### config.mk
export PLATFORM = sky130hd
export DESIGN_NAME = vram_arbiter
export DESIGN_NICKNAME = d
export VERILOG_FILES = /design/src/rtl/vga_pkg.sv /design/src/rtl/vram_rr_arb.sv /design/src/rtl/vram_arbiter.sv
export SDC_FILE = /design/constraint.sdc
export NUM_CORES = 1
export LEC_CHECK = 0
export ABC_AREA = 1
export BUFFER_PORTS_ARGS = -buffer_cell sky130_fd_sc_hd__buf_4
export CAP_MARGIN = 30
export CORE_ASPECT_RATIO = 0.7
export CORE_UTILIZATION = 47
export DETAILED_ROUTE_END_ITERATION = 7
export PLACE_DENSITY = 0.83
export SETUP_SLACK_MARGIN = 0.3
export SKIP_LAST_GASP = 1
export SLEW_MARGIN = 5
export SYNTH_ARGS = -nofsm -noshare
export SYNTH_HDL_FRONTEND = slang
export SYNTH_SLANG_ARGS = --single-unit
### constraint.sdc
create_clock -name clk -period 1.74 [get_ports clk]
set_input_delay 0.174 -clock clk [delete_from_list [all_inputs] [get_ports clk]]
set_output_delay 0.174 -clock clk [all_outputs]
set_load 0.01 [all_outputs]
### src/rtl/vga_pkg.sv
// ============================================================================
// Module   : vga_pkg
// Purpose  : Shared VRAM arbiter state encoding, framebuffer and 640x480 timing.
// Revision : 1.0
// ============================================================================
`default_nettype none

package vga_pkg;

  typedef enum logic [1:0] {
    S_IDLE = 2'd0,
    S_DISP = 2'd1,
    S_WR0  = 2'd2,
    S_WR1  = 2'd3
  } arb_state_e;

  localparam int FB_W   = 320;
  localparam int FB_H   = 240;
  localparam int ADDR_W = 17;
  localparam int DATA_W = 12;

  localparam int H_VISIBLE = 640;
  localparam int H_FRONT   = 16;
  localparam int H_SYNC    = 96;
  localparam int H_BACK    = 48;
  localparam int V_VISIBLE = 480;
  localparam int V_FRONT   = 10;
  localparam int V_SYNC    = 2;
  localparam int V_BACK    = 33;

endpackage

`default_nettype wire

### src/rtl/vram_rr_arb.sv
// ============================================================================
// Module   : vram_rr_arb
// Purpose  : Two-way round-robin write grant with eligibility mask and enable.
// Revision : 1.0
// ============================================================================
`default_nettype none

module vram_rr_arb (
  input  logic       clk,
  input  logic       reset,
  input  logic [1:0] req,
  input  logic [1:0] mask,
  input  logic       en,
  output logic [1:0] gnt
);

  logic       ptr_q;
  logic       ptr_d;
  logic [1:0] elig;

  always_comb begin
    elig = req & mask;
    gnt  = 2'b00;
    if (en) begin
      if (elig == 2'b11) gnt = ptr_q ? 2'b10 : 2'b01;
      else               gnt = elig;
    end
    // Pointer favours the requester that did not just win.
    ptr_d = ptr_q;
    if (gnt[0])      ptr_d = 1'b1;
    else if (gnt[1]) ptr_d = 1'b0;
  end

  always_ff @(posedge clk or posedge reset) begin
    if (reset) ptr_q <= 1'b0;
    else       ptr_q <= ptr_d;
  end

endmodule

`default_nettype wire

### src/rtl/vram_arbiter.sv
// ============================================================================
// Module   : vram_arbiter
// Purpose  : Shares one single-port VRAM between the VGA fetch and two writers.
//            Option macro VRAM_ARB_VBLANK_LOCK_EN restricts writer 1 to vblank.
// Revision : 1.0
// ============================================================================
`default_nettype none

module vram_arbiter
  import vga_pkg::*;
#(
  parameter int FB_W   = vga_pkg::FB_W,
  parameter int FB_H   = vga_pkg::FB_H,
  parameter int ADDR_W = vga_pkg::ADDR_W,
  parameter int DATA_W = vga_pkg::DATA_W
) (
  input  logic              clk,
  input  logic              reset,
  input  logic              p_tick,
  input  logic              visible,
  input  logic [9:0]        pixel_x,
  input  logic [9:0]        pixel_y,
  input  logic [1:0]        wr_req,
  input  logic [ADDR_W-1:0] wr_addr0,
  input  logic [ADDR_W-1:0] wr_addr1,
  input  logic [DATA_W-1:0] wr_data0,
  input  logic [DATA_W-1:0] wr_data1,
  output logic [1:0]        wr_gnt,
  output logic              ram_we,
  output logic [ADDR_W-1:0] ram_addr,
  output logic [DATA_W-1:0] ram_wdata,
  input  logic [DATA_W-1:0] ram_rdata,
  output logic [DATA_W-1:0] rgb_out,
  output logic              rgb_valid,
  output logic              oob_err
);

  localparam logic [ADDR_W-1:0] FB_PIXELS = ADDR_W'(FB_W * FB_H);

  arb_state_e        state_q, state_d;
  logic [1:0]        wr_gnt_q, wr_gnt_d;
  logic              ram_we_q, ram_we_d;
  logic [ADDR_W-1:0] ram_addr_q, ram_addr_d;
  logic [DATA_W-1:0] ram_wdata_q, ram_wdata_d;
  logic [DATA_W-1:0] rgb_out_q, rgb_out_d;
  logic              rgb_valid_q, rgb_valid_d;
  logic              oob_err_q, oob_err_d;
  logic              tick1_q, tick1_d;
  logic              tick2_q, tick2_d;
  logic              vis2_q, vis2_d;

  logic              fetch;
  logic              lock1_ok;
  logic [1:0]        arb_gnt;
  logic [ADDR_W-1:0] fetch_addr;
  logic              unused_lsbs;

  assign fetch       = p_tick & visible;
  assign fetch_addr  = ADDR_W'(pixel_y[9:1]) * ADDR_W'(FB_W) + ADDR_W'(pixel_x[9:1]);
  assign unused_lsbs = pixel_x[0] ^ pixel_y[0];

`ifdef VRAM_ARB_VBLANK_LOCK_EN
  assign lock1_ok = (pixel_y >= 10'(V_VISIBLE));
`else
  assign lock1_ok = 1'b1;
`endif

  // A requester being acknowledged this cycle still shows its old request.
  vram_rr_arb u_rr_arb (
    .clk   (clk),
    .reset (reset),
    .req   (wr_req),
    .mask  (~wr_gnt_q & {lock1_ok, 1'b1}),
    .en    (~fetch),
    .gnt   (arb_gnt)
  );

  always_comb begin
    state_d     = S_IDLE;
    wr_gnt_d    = 2'b00;
    ram_we_d    = 1'b0;
    ram_addr_d  = ram_addr_q;
    ram_wdata_d = ram_wdata_q;
    oob_err_d   = oob_err_q;
    if (fetch) begin
      state_d    = S_DISP;
      ram_addr_d = fetch_addr;
    end else if (arb_gnt[0]) begin
      state_d     = S_WR0;
      wr_gnt_d    = 2'b01;
      ram_addr_d  = wr_addr0;
      ram_wdata_d = wr_data0;
      ram_we_d    = (wr_addr0 < FB_PIXELS);
      oob_err_d   = oob_err_q | (wr_addr0 >= FB_PIXELS);
    end else if (arb_gnt[1]) begin
      state_d     = S_WR1;
      wr_gnt_d    = 2'b10;
      ram_addr_d  = wr_addr1;
      ram_wdata_d = wr_data1;
      ram_we_d    = (wr_addr1 < FB_PIXELS);
      oob_err_d   = oob_err_q | (wr_addr1 >= FB_PIXELS);
    end

    // Display pipe: tick1 aligns with ram_addr, tick2 with ram_rdata.
    tick1_d     = p_tick;
    tick2_d     = tick1_q;
    vis2_d      = (state_q == S_DISP);
    rgb_valid_d = tick2_q;
    rgb_out_d   = rgb_out_q;
    if (tick2_q) rgb_out_d = vis2_q ? ram_rdata : '0;
  end

  always_ff @(posedge clk or posedge reset) begin
    if (reset) begin
      state_q     <= S_IDLE;
      wr_gnt_q    <= 2'b00;
      ram_we_q    <= 1'b0;
      ram_addr_q  <= '0;
      ram_wdata_q <= '0;
      rgb_out_q   <= '0;
      rgb_valid_q <= 1'b0;
      oob_err_q   <= 1'b0;
      tick1_q     <= 1'b0;
      tick2_q     <= 1'b0;
      vis2_q      <= 1'b0;
    end else begin
      state_q     <= state_d;
      wr_gnt_q    <= wr_gnt_d;
      ram_we_q    <= ram_we_d;
      ram_addr_q  <= ram_addr_d;
      ram_wdata_q <= ram_wdata_d;
      rgb_out_q   <= rgb_out_d;
      rgb_valid_q <= rgb_valid_d;
      oob_err_q   <= oob_err_d;
      tick1_q     <= tick1_d;
      tick2_q     <= tick2_d;
      vis2_q      <= vis2_d;
    end
  end

  assign wr_gnt    = wr_gnt_q;
  assign ram_we    = ram_we_q;
  assign ram_addr  = ram_addr_q;
  assign ram_wdata = ram_wdata_q;
  assign rgb_out   = rgb_out_q;
  assign rgb_valid = rgb_valid_q;
  assign oob_err   = oob_err_q;

endmodule

`default_nettype wire

==> results of run 1 <==
-- metrics by stage --
stage,worst slack (ns),total power (W),instances,hold WS (ns)
2_1_floorplan,-0.241,0.00245,398,0.205
3_3_place_gp,-0.427,0.00324,630,0.248
3_5_place_dp,-0.510,0.00332,630,0.258
4_1_cts,-0.110,0.00417,649,0.0717
5_1_grt,-0.268,0.00478,658,0.0917
6_report,-0.264,0.00459,658,0.0753
-- how the worst min path moves through the flow --
| stage | startpoint | to | slack [ns] | depth (start not counted) |
|---|---|---|---|---|
| 4_1_cts | wr_data1[1] | ram_wdata[1] | 0.07 | 3 |
| 5_1_grt | wr_data1[6] | ram_wdata[6] | 0.09 | 3 |
| 2_1_floorplan | p_tick | tick1_q | 0.21 | 0 |
| 3_3_place_gp | reset | ram_addr[4] | 0.25 | 3 |
| 3_5_place_dp | reset | ram_addr[1] | 0.26 | 3 |
| 6_report | wr_data1[8] | ram_wdata[8] | 0.08 | 3 |
-- repair_timing --
action,4_1_cts,5_1_grt
pin swaps,26,30
buffers inserted,8,6
setup endpoints to repair,28,31
hold endpoints to repair,53,0
resized for setup,31,81
cloned,1,3
hold buffers,2,0
-- logic make-up (layout without fill, tap and decap cells) --
kind of cell	count (synthesis)	count (layout)	synth area share, %
buffers and inverters	61	243	7.95
AND/OR/NAND/NOR	179	179	25.7
flip-flops	52	52	42.0
AO/OA/AOI/OAI	86	86	15.9
adder cells (fa/ha/maj)	19	19	8.15
XOR/XNOR	1	1	0.283
-- cell usage in the layout, fill, tap and decap left out, drive strengths merged --
master	instances
clkbuf	8
fa	2
clkinv	1
nand4	3
o21ai	42
nand3	30
and2	1
or2	2
xor2	1
nor2	42
a31oi	9
a41oi	4
dfrtp	52
nand2	100
a221oi	2
a21o	2
clkinvlp	1
o21bai	7
inv	49
nand3b	1
buf	182
ha	17
a21oi	20
dlygate4sd3	2
-- worst register-to-register path, delay by kind of cell, from the launching register on --
kind | cells | cell delay, ns
simple gates | 2 | 0.32
compound gates | 3 | 0.47
buf+inv | 1 | 0.30
flops | 1 | 0.44
-- layer usage --
| metal | global-route usage, % | up-vias | wire [um] |
|---|---|---|---|
| li1 | - | 1666 | - |
| met3 | 5.21 | 84 | 1220 |
| met1 | 39.3 | 1780 | 4830 |
| met2 | 50.3 | 298 | 5670 |
| met4 | 8.66 | 0 | 617 |
| met5 | 0 | - | 0 |
-- registers in the layout, summed over array words and instances, names as in the netlist --
| signal | count |
|---|---|
| ram_wdata | 12 |
| rgb_valid | 1 |
| state_q | 2 |
| rgb_valid_d | 1 |
| oob_err | 1 |
| tick1_q | 1 |
| vis2_q | 1 |
| wr_gnt | 2 |
| ram_we | 1 |
| rgb_out | 12 |
| u_rr_arb.ptr_q | 1 |
| ram_addr | 17 |
-- layout make-up --
type	instances	area [um^2]
clock inverters	3	27.5
well taps	78	97.6
clock buffers	5	68.8
flip-flops and latches	52	1300
repair buffers	187	1560
fillers	353	1160
inverters	48	193
multi-input cells	285	1900
-- power by group through the flow --
stage / Combinational [W] / Clock [W] / Sequential, W
2_1_floorplan: 0.000725 / 0 / 0.00173
3_3_place_gp: 0.00161 / 0 / 0.00164
3_5_place_dp: 0.00167 / 0 / 0.00165
4_1_cts: 0.00179 / 0.000746 / 0.00163
5_1_grt: 0.00229 / 0.000806 / 0.00169
6_report: 0.00217 / 0.000755 / 0.00166
-- Yosys cell counts --
cell type	instances	area [um^2]
or2_2	1	6.26
o21ai_0	41	205
inv_2	5	18.8
nor2_1	35	131
ha_1	17	213
clkinv_1	1	3.75
a41oi_1	4	35.0
o21bai_1	7	52.6
buf_2	5	25.0
a21oi_2	2	17.5
fa_1	2	40.0
nand3_2	3	30.0
or2_4	1	8.76
xor2_1	1	8.76
nor2_2	5	31.3
a31oi_1	9	56.3
nand3b_1	1	7.51
inv_1	42	158
dfrtp_1	52	1300
and2_1	1	6.26
nand2_1	91	342
clkbuf_1	5	18.8
nand3_1	27	135
nor2_4	2	22.5
nand2_2	9	56.3
o21ai_1	1	5.00
clkbuf_4	1	7.51
a21o_1	2	15.0
a21oi_1	18	90.1
nand4_1	3	18.8
buf_4	2	15.0
a221oi_1	2	17.5
==> metrics.md, run 1 <==
| Metric | Value |
|---|---|
| Cell mode on critical path | `nand2_1` |
| Clock sink count | `52` |
| GRT Util Overall | `29.7%` |
| Yosys warnings | `0` |
| Worst rel slew slack | `58.8%` |
| Part of the power in combinational logic | `47.4%` |
| Cells on worst reg2reg path | `6` |
| Clk pwr share | `16.4%` |
| Fraction of layout cells with a size suffix above 1 | `47.9%` |
| Die X | `99.1 um` |
| Static leakage | `2.62 nW` |
| Stages on the worst setup path | `13` |
| Slew Limit Fails | `0` |
| Finished Cell Area | `0.00515 mm^2` |
| CTS clock-pin slew for the worst setup and hold paths | `between 0.1 and 0.15 ns` |
| Vias | `about 3800` |
| Sw Ratio | `between 30 and 40%` |
| Slowest-stage cell, CP | `fa_2` |
| Hpwl dp | `7450 um` |
| CP arrival | `2.25 ns` |
| Total congestion overflow | `0` |
| Synth cell types | `32` |
| Final core occ | `81.6%` |
| RSZ-0062 raised after global routing | `true` |
| Crit end category | `flip-flop` |
| First drt pass iteration count | `5` |
| Avg Cell Area, Syn | `7.79 um^2` |
| Initial core utilization | `49.1%` |
| DRC errors left | `0` |
| CTS tree | `done` |
| CP cell instances | `buf_6 > ha_4 > ha_4 > fa_2 > nand2_1 > nor2_1 > nand2_1 > nand2_2 > nand2_4 > nor2_4 > xor2_1 > nand2_1 > a21oi_2` |
| Buf/Inv on CP | `1` |
| Clk_lat worst skew | `0.32 ns` |
| Area delta synth->final | `66.1%` |
| Worst-margin pin slew | `a little over 0.6 ns` |
| Critical Path Max Stage Delay | `between 0.5 and 0.6 ns` |
| Post-Route WL | `12300 um` |
| End of the critical path | `ram_addr[13]` |
| # setup viols final | `6` |
| Number of diodes | `0` |
| WS Path Type | `in -> reg` |
| Pint | `0.00279 W` |
| Setup_tns | `-0.971 ns` |
| Peak supply drop | `0.000642 V` |
| Worst Path Max Fanout | `3` |
| Vias per inst | `5.82` |
| Core footprint | `0.00631 mm^2` |
| Psw | `around 0.0018 W` |
| Rows | `24` |
| CTS Buf Count | `5` |
| Final hold violation count | `0` |
| PD cells | `about 890 mW/mm^2` |
| Crit path required time | `between 1.5 and 2 ns` |
| Failing checks | `negative setup slack` |
| Boundary Pins | `approximately 140` |
| Crit start category | `input port` |
| Peak Freq | `approximately 0.5 GHz` |
| Vias in the first global route | `between 3000 and 4000` |
| Top cell family by delay on the critical path | `adder cells` |
| Largest net degree at the start of global routing | `53` |
| Crit path time final | `2.00 ns` |
| First-pass GRT wire length | `16200 um` |
| Synth Net Count | `513` |
| Antenna violations before repair | `0` |
| Reg-to-reg setup timing slack | `approximately 0.09 ns` |
| Routability cong. | `around 0.87` |
| H-Tree Depth | `2` |
| FF-to-FF Start | `wr_gnt[1]` |
| Reg-to-reg endpoint | `ram_addr[15]` |
| Die height | `between 60 and 70 um` |
| NumNets Final | `694` |
| Worst Skew | `0.00728 ns` |
| Root Driver | `clkbuf_8` |
| Sequential-to-total area share from yosys stat | `42.0%` |
| Min-delay worst type | `in -> reg` |
| Per-cell routed wire length | `about 19 um` |
| Initial DRC Count | `approximately 240` |
| Crit path launch | `pixel_y[4]` |
| Post-synthesis register bit count | `52` |
| DRT antenna net count | `0` |
| Reg power frac | `36.1%` |
| Final setup margin | `-0.264 ns` |
| Run status | `finished with violations` |
| Mapped Area | `0.00310 mm^2` |
| Period utilisation layout | `115%` |
| IO buf count | `139` |
| Area after DPL | `0.00444 mm^2` |
| Die ar. | `0.00693 mm^2` |
| Max-cap violations | `0` |
| Post-Syn Instances | `398` |
| Maximum buffer depth of the clock tree | `2` |
Power figures use the tool's default switching activity.
==> run 2, diff against run 1 <==
--- a/config.mk
+++ b/config.mk
@@ -9,9 +9,10 @@
 export BUFFER_PORTS_ARGS = -buffer_cell sky130_fd_sc_hd__buf_4
 export CAP_MARGIN = 30
 export CORE_ASPECT_RATIO = 0.7
-export CORE_UTILIZATION = 47
+export CORE_UTILIZATION = 40
+export CTS_CLUSTER_DIAMETER = 30
 export DETAILED_ROUTE_END_ITERATION = 7
-export PLACE_DENSITY = 0.83
+export PLACE_DENSITY = 0.73
 export SETUP_SLACK_MARGIN = 0.3
 export SKIP_LAST_GASP = 1
 export SLEW_MARGIN = 5
==> run 2 against run 1 <==
Effect of this change:
- the run still ends with negative setup slack left
- die area grew 17%
- utilization shrank 12 points
- clock skew shrank 0.00098 ns
- routed wire length shrank 12%
- sequential share of layout area shrank 0.11 points
- final cell count grew 4.0%
==> metrics.md, run 2 (same netlist as run 1, synthesis figures left out) <==
| Metric | Value |
|---|---|
| Vias in the first global route | `2988` |
| Period utilisation layout | `107%` |
| Initial DRC Count | `263` |
| Die height | `~76 um` |
| Global routing met1 resource utilization | `33.7%` |
| Die ar. | `about 0.008 mm^2` |
| Most common cell after layout, fill and taps aside | `buf_4` |
| Antenna violations before repair | `0` |
| Boundary Pins | `142` |
| Slew Limit Fails | `0` |
| Number of diodes | `0` |
| Hpwl dp | `between 7000 and 8000 um` |
| Total power | `0.00452 W` |
| Total congestion overflow | `0` |
| Core footprint | `0.00738 mm^2` |
| Commonest non-fill, non-tap cells in the layout | `171 x buf_4, 84 x nand2_1, 52 x dfrtp_1` |
| Final setup margin | `-0.116 ns` |
| Met3 Usage GRT | `around 4.4%` |
| Max-cap violations | `0` |
| Crit path time final | `about 1.9 ns` |
| CP arrival | `2.10 ns` |
| # setup viols final | `5` |
| Routability cong. | `0.822` |
| Area after DPL | `around 0.0045 mm^2` |
| Maximum buffer depth of the clock tree | `2` |
| Run status | `finished with violations` |
| CTS tree | `done` |
| Failing checks | `negative setup slack` |
| RSZ-0062 raised after global routing | `true` |
| IO buf count | `139` |
| Final hold violation count | `0` |
| Met2 Track Usage GR | `between 30% and 40%` |
| GR peak layer | `met2` |
| WS Path Type | `in -> reg` |
| Worst-margin pin slew | `approximately 0.66 ns` |
| Vias | `3518` |
| GRT Util Overall | `23.5%` |
| Peak supply drop | `0.000481 V` |
| Clk_lat worst skew | `0.32 ns` |
| Hold WS | `between 0.07 and 0.08 ns` |
| Crit start category | `input port` |
| FILL cells | `581` |
| Crit path required time | `1.99 ns` |
| Vias per inst | `around 5.1` |
| Pint | `between 0.002 and 0.003 W` |
| Clock sink count | `52` |
| CTS clock-pin slew for the worst setup and hold paths | `roughly 0.11 ns` |
| Largest net degree at the start of global routing | `53` |
| Pre-CTS WS | `-0.481 ns` |
| Finished Cell Area | `0.00517 mm^2` |
| Worst rel slew slack | `55.9%` |
| DRC errors left | `0` |
| Die X | `107 um` |
| Worst Path Max Fanout | `3` |
| Root Driver | `clkbuf_8` |
| H-Tree Depth | `2` |
| CTS Buf Count | `5` |
| Area delta synth->final | `66.8%` |
| Setup_tns | `-0.340 ns` |
| Max FFs per register | `17` |
| Fraction of layout cells with a size suffix above 1 | `between 40% and 50%` |
| Clk pwr share | `16.6%` |
| PD cells | `875 mW/mm^2` |
| Psw | `between 0.0015 and 0.002 W` |
| Part of the power in combinational logic | `46.8%` |
| Min-delay worst type | `in -> reg` |
| Sw Ratio | `37.6%` |
| Static leakage | `2.61 nW` |
| Worst Skew | `0.00630 ns` |
| First-pass GRT wire length | `14600 um` |
| Crit end category | `flip-flop` |
| Post-Route WL | `about 11000 um` |
| Initial core utilization | `42.0%` |
| Peak Freq | `0.539 GHz` |
| NumNets Final | `700` |
| Rows | `26` |
| Reg power frac | `36.6%` |
| DRT antenna net count | `0` |
| Per-cell routed wire length | `15.8 um` |
| First drt pass iteration count | `4` |
==> run 2: cell types whose count changed in the layout (fill, tap and decap cells not counted), moves of 3 or more <==
| cell | delta |
|---|---|
| nand2_1 | +10 |
| nand2_2 | -6 |
| buf_6 | +5 |
| nand2_4 | -5 |
| nor2_1 | -5 |
| nor2_2 | +5 |
| nand3_1 | +4 |
| nand3_2 | -4 |
| buf_4 | +3 |
==> run 2: area by class of cell <==
| type | count | area [um^2] | area share, % |
|---|---|---|---|
| clock buffers | 5 | 68.8 | 1.33 |
| repair buffers | 193 | 1600 | 30.9 |
| inverters | 48 | 200 | 3.87 |
| multi-input cells | 285 | 1850 | 35.8 |
| clock inverters | 3 | 27.5 | 0.532 |
| well taps | 98 | 123 | 2.37 |
| flip-flops and latches | 52 | 1300 | 25.2 |
==> run 2: layer usage <==
layer,up-vias,part of all wire (%)
met5,-,0
met4,0,1.4
met3,18,6.9
met2,146,47
met1,1672,45
li1,1682,-
==> run 2: timing repair <==
| item | in CTS | in global routing |
|---|---|---|
| pin swaps | 16 | 23 |
| endpoints found under the hold margin | 53 | 0 |
| hold buffers | 2 | 0 |
| setup endpoints to repair | 27 | 31 |
| cloned | 1 | 2 |
| setup buffers | 4 | 15 |
| resized for setup | 20 | 90 |
==> run 2: power by group through the flow <==
stage / sequential, W / combinational [W] / clock [W]
detailed placement: 0.00164 / 0.00167 / 0
CTS: 0.00163 / 0.00175 / 0.000748
finish: 0.00165 / 0.00212 / 0.000751
floorplan: 0.00173 / 0.000725 / 0
global placement: 0.00164 / 0.00163 / 0
global route: 0.00169 / 0.00229 / 0.000808
==> run 2: worst max-delay path: stages <==
cell,delay [ns]
buf_6,0.10
ha_4,0.23
ha_4,0.16
fa_2,0.54
nand2_1,0.06
nor2_1,0.08
nand2_1,0.08
nand2_1,0.07
nand2_2,0.07
nor2_4,0.11
xor2_1,0.18
nand2_1,0.09
a21oi_1,0.15
==> run 2: path summary, 6_finish.rpt <==
path	slack, ns	to	depth (start not counted)	start
max reg2reg	0.04	ram_addr[11]	8	wr_gnt[1]
max	-0.12	ram_addr[13]	13	pixel_y[4]
min in group asynchronous	0.45	ram_addr[0]	4	reset
max in group asynchronous	1.05	ram_wdata[3]	4	reset
min	0.08	ram_wdata[6]	3	wr_data1[6]
min reg2reg	0.36	rgb_valid_d	0	tick1_q
==> run 2: stage by stage <==
step	std cells	utilization [%]
CTS	667	63.7
detailed placement	652	60.6
floorplan	398	-
global placement	652	60.6
finish	684	70.0
global route	684	70.0
==> run 3, diff against run 2 <==
--- a/config.mk
+++ b/config.mk
@@ -6,7 +6,7 @@
 export NUM_CORES = 1
 export LEC_CHECK = 0
 export ABC_AREA = 1
-export BUFFER_PORTS_ARGS = -buffer_cell sky130_fd_sc_hd__buf_4
+export BUFFER_PORTS_ARGS = -buffer_cell sky130_fd_sc_hd__buf_2
 export CAP_MARGIN = 30
 export CORE_ASPECT_RATIO = 0.7
 export CORE_UTILIZATION = 40
==> constraint.sdc (replaced) <==
create_clock -name clk -period 2.3 [get_ports clk]
set_input_delay 0.23 -clock clk [delete_from_list [all_inputs] [get_ports clk]]
set_output_delay 0.23 -clock clk [all_outputs]
set_load 0.01 [all_outputs]
==> run 3 against run 2 <==
Effect of this change:
- the run now ends clean
- worst hold slack got worse by 0.031 ns
- combinational power fell by 50%
- non-clock buffer count shrank 43
- sequential share of layout area grew 6.4 points
- register-to-register slack improved by 0.46 ns
- global-route usage down 1.9 points
- setup slack better by 0.47 ns
- routed wire length shrank 18%
- largest cell class unchanged
==> metrics.md, run 3 (same netlist as run 1, synthesis figures left out) <==
| Metric | Value |
|---|---|
| Largest net degree at the start of global routing | `30` |
| Cell mode on critical path | `nand2_1` |
| Die X | `107 um` |
| Total congestion overflow | `0` |
| Antenna violations before repair | `0` |
| CP arrival | `2.19 ns` |
| Slowest-stage cell, CP | `fa_2` |
| Finished Cell Area | `0.00412 mm^2` |
| WS Path Type | `in -> reg` |
| DRT antenna net count | `0` |
| First-pass GRT wire length | `13500 um` |
| Slew Limit Fails | `0` |
| Period utilisation layout | `84.6%` |
| First drt pass iteration count | `4` |
| Clk_lat worst skew | `0.31 ns` |
| Buf/Inv on CP | `1` |
| Maximum buffer depth of the clock tree | `2` |
| CP cell instances | `buf_8 > ha_4 > ha_4 > fa_2 > nand2_1 > nor2_1 > nand2_1 > nand2_1 > nand2_2 > nor2_4 > xor2_1 > nand2_1 > a21oi_2` |
| Static leakage | `2.21 nW` |
| Worst Path Max Fanout | `4` |
| Max-cap violations | `0` |
| Crit path time final | `~1.9 ns` |
| Area after DPL | `0.00394 mm^2` |
| FILL cells | `704` |
| GRT Util Overall | `21.6%` |
| Critical Path Max Stage Delay | `between 0.5 and 0.6 ns` |
| Crit start category | `input port` |
| CTS clock-pin slew for the worst setup and hold paths | `0.11 ns` |
| Initial core utilization | `42.0%` |
| Per-cell routed wire length | `13.9 um` |
| Boundary Pins | `142` |
| Run status | `completed` |
| Fraction of layout cells with a size suffix above 1 | `36.1%` |
| IO buf count | `139` |
| Multi-input gate area | `0.00162 mm^2` |
| Post-Route WL | `8920 um` |
| Rows | `26` |
| Vias | `3178` |
| Setup_tns | `0 ns` |
| Min-delay worst type | `in -> reg` |
| Worst-margin pin slew | `0.639 ns` |
| Hpwl dp | `6850 um` |
| NumNets Final | `657` |
| Worst Skew | `0.00957 ns` |
| CTS Buf Count | `5` |
| Vias in the first global route | `2815` |
| Root Driver | `clkbuf_8` |
| DRC errors left | `0` |
| Worst rel slew slack | `between 50 and 60%` |
| Peak Freq | `0.514 GHz` |
| GR peak layer | `met2` |
| Met3 Usage GRT | `4.28%` |
| H-Tree Depth | `2` |
| Top cell family by delay on the critical path | `adder cells` |
| Die height | `between 70 and 80 um` |
| Sequential cell area | `0.00130 mm^2` |
| Most common cell after layout, fill and taps aside | `buf_2` |
| Initial DRC Count | `about 250` |
| Core footprint | `around 0.0074 mm^2` |
| Commonest non-fill, non-tap cells in the layout | `137 x buf_2, 89 x nand2_1, 52 x dfrtp_1` |
| RSZ-0062 raised after global routing | `true` |
| Crit path required time | `between 2 and 3 ns` |
| Crit end category | `flip-flop` |
| Area delta synth->final | `32.9%` |
| Global routing met1 resource utilization | `30.0%` |
| Final hold violation count | `0` |
| Number of diodes | `0` |
| Clock sink count | `52` |
| Die ar. | `just over 0.008 mm^2` |
| CTS tree | `done` |
| Peak supply drop | `between 0.0003 and 0.0004 V` |
| Met2 Track Usage GR | `36.1%` |
| Vias per inst | `4.96` |
| Routability cong. | `0.837` |
| Final core occ | `55.8%` |
| PD cells | `689 mW/mm^2` |
| Max FFs per register | `17` |
| # setup viols final | `0` |
run 3: changes by cell type in the layout (fill, tap and decap cells not counted), moves of 8 or more:
| cell | previous run | this run |
|---|---|---|
| buf_2 | 0 | 137 |
| buf_6 | 11 | 1 |
| o21ai_0 | 23 | 41 |
| nor2_1 | 25 | 34 |
| o21ai_2 | 10 | 0 |
| buf_4 | 171 | 10 |
| o21ai_1 | 9 | 1 |
run 3: timing repair:
action	in CTS	in global routing
buffers inserted	0	2
setup endpoints to repair	2	16
endpoints found under the hold margin	15	0
hold buffers	1	0
pin swaps	1	10
gates resized for setup	0	16
run 3: path summary, 6_finish.rpt:
path                             from       endpoint  slack [ns]  cells after the start
setup / recovery           pixel_y[4]   ram_addr[13]        0.35                     13
min in group asynchronous       reset    ram_addr[1]        0.42                      3
hold / removal                 p_tick        tick1_q        0.05                      1
max in group asynchronous       reset  ram_wdata[10]        1.28                      4
hold reg to reg               tick1_q    rgb_valid_d        0.37                      0
setup reg to reg            wr_gnt[0]   ram_wdata[2]        0.50                      8
run 3: final cells by class:
type	instances	share of cell area, %
multi-input cells	285	39.3
flip-flops and latches	52	31.6
repair buffers	150	19.3
inverters	48	4.43
well taps	98	2.98
clock buffers	5	1.67
clock inverters	3	0.668
run 3: report_power, final:
| group | internal (W) | switching, W |
|---|---|---|
| combinational | 0.000436 | 0.000627 |
| sequential | 0.00111 | 0.000119 |
| clock | 0.000224 | 0.000330 |
| total | 0.00176 | 0.00108 |
run 3: worst reg2reg max path, delay by kind of cell, from the launching register on:
family | cells | cell delay, ns
simple gates | 5 | 0.73
compound gates | 1 | 0.09
buf+inv | 2 | 0.46
flops | 1 | 0.39
run 3: stage by stage:
step | power [W] | hold slack [ns] | std cells | worst slack (ns)
global placement | 0.00224 | 0.208 | 630 | 0.0306
finish | 0.00284 | 0.0452 | 641 | 0.354
global route | 0.00305 | 0.0174 | 641 | 0.256
detailed placement | 0.00228 | 0.208 | 630 | -0.0507
floorplan | 0.00185 | 0.261 | 398 | 0.263
CTS | 0.00283 | 0.0394 | 639 | 0.304
run 3: layer usage:
metal | part of all wire [%] | up-vias
li1 | - | 1591
met4 | 0.48 | 0
met3 | 7.0 | 4
met1 | 47 | 1463
met2 | 46 | 120
met5 | 0 | -
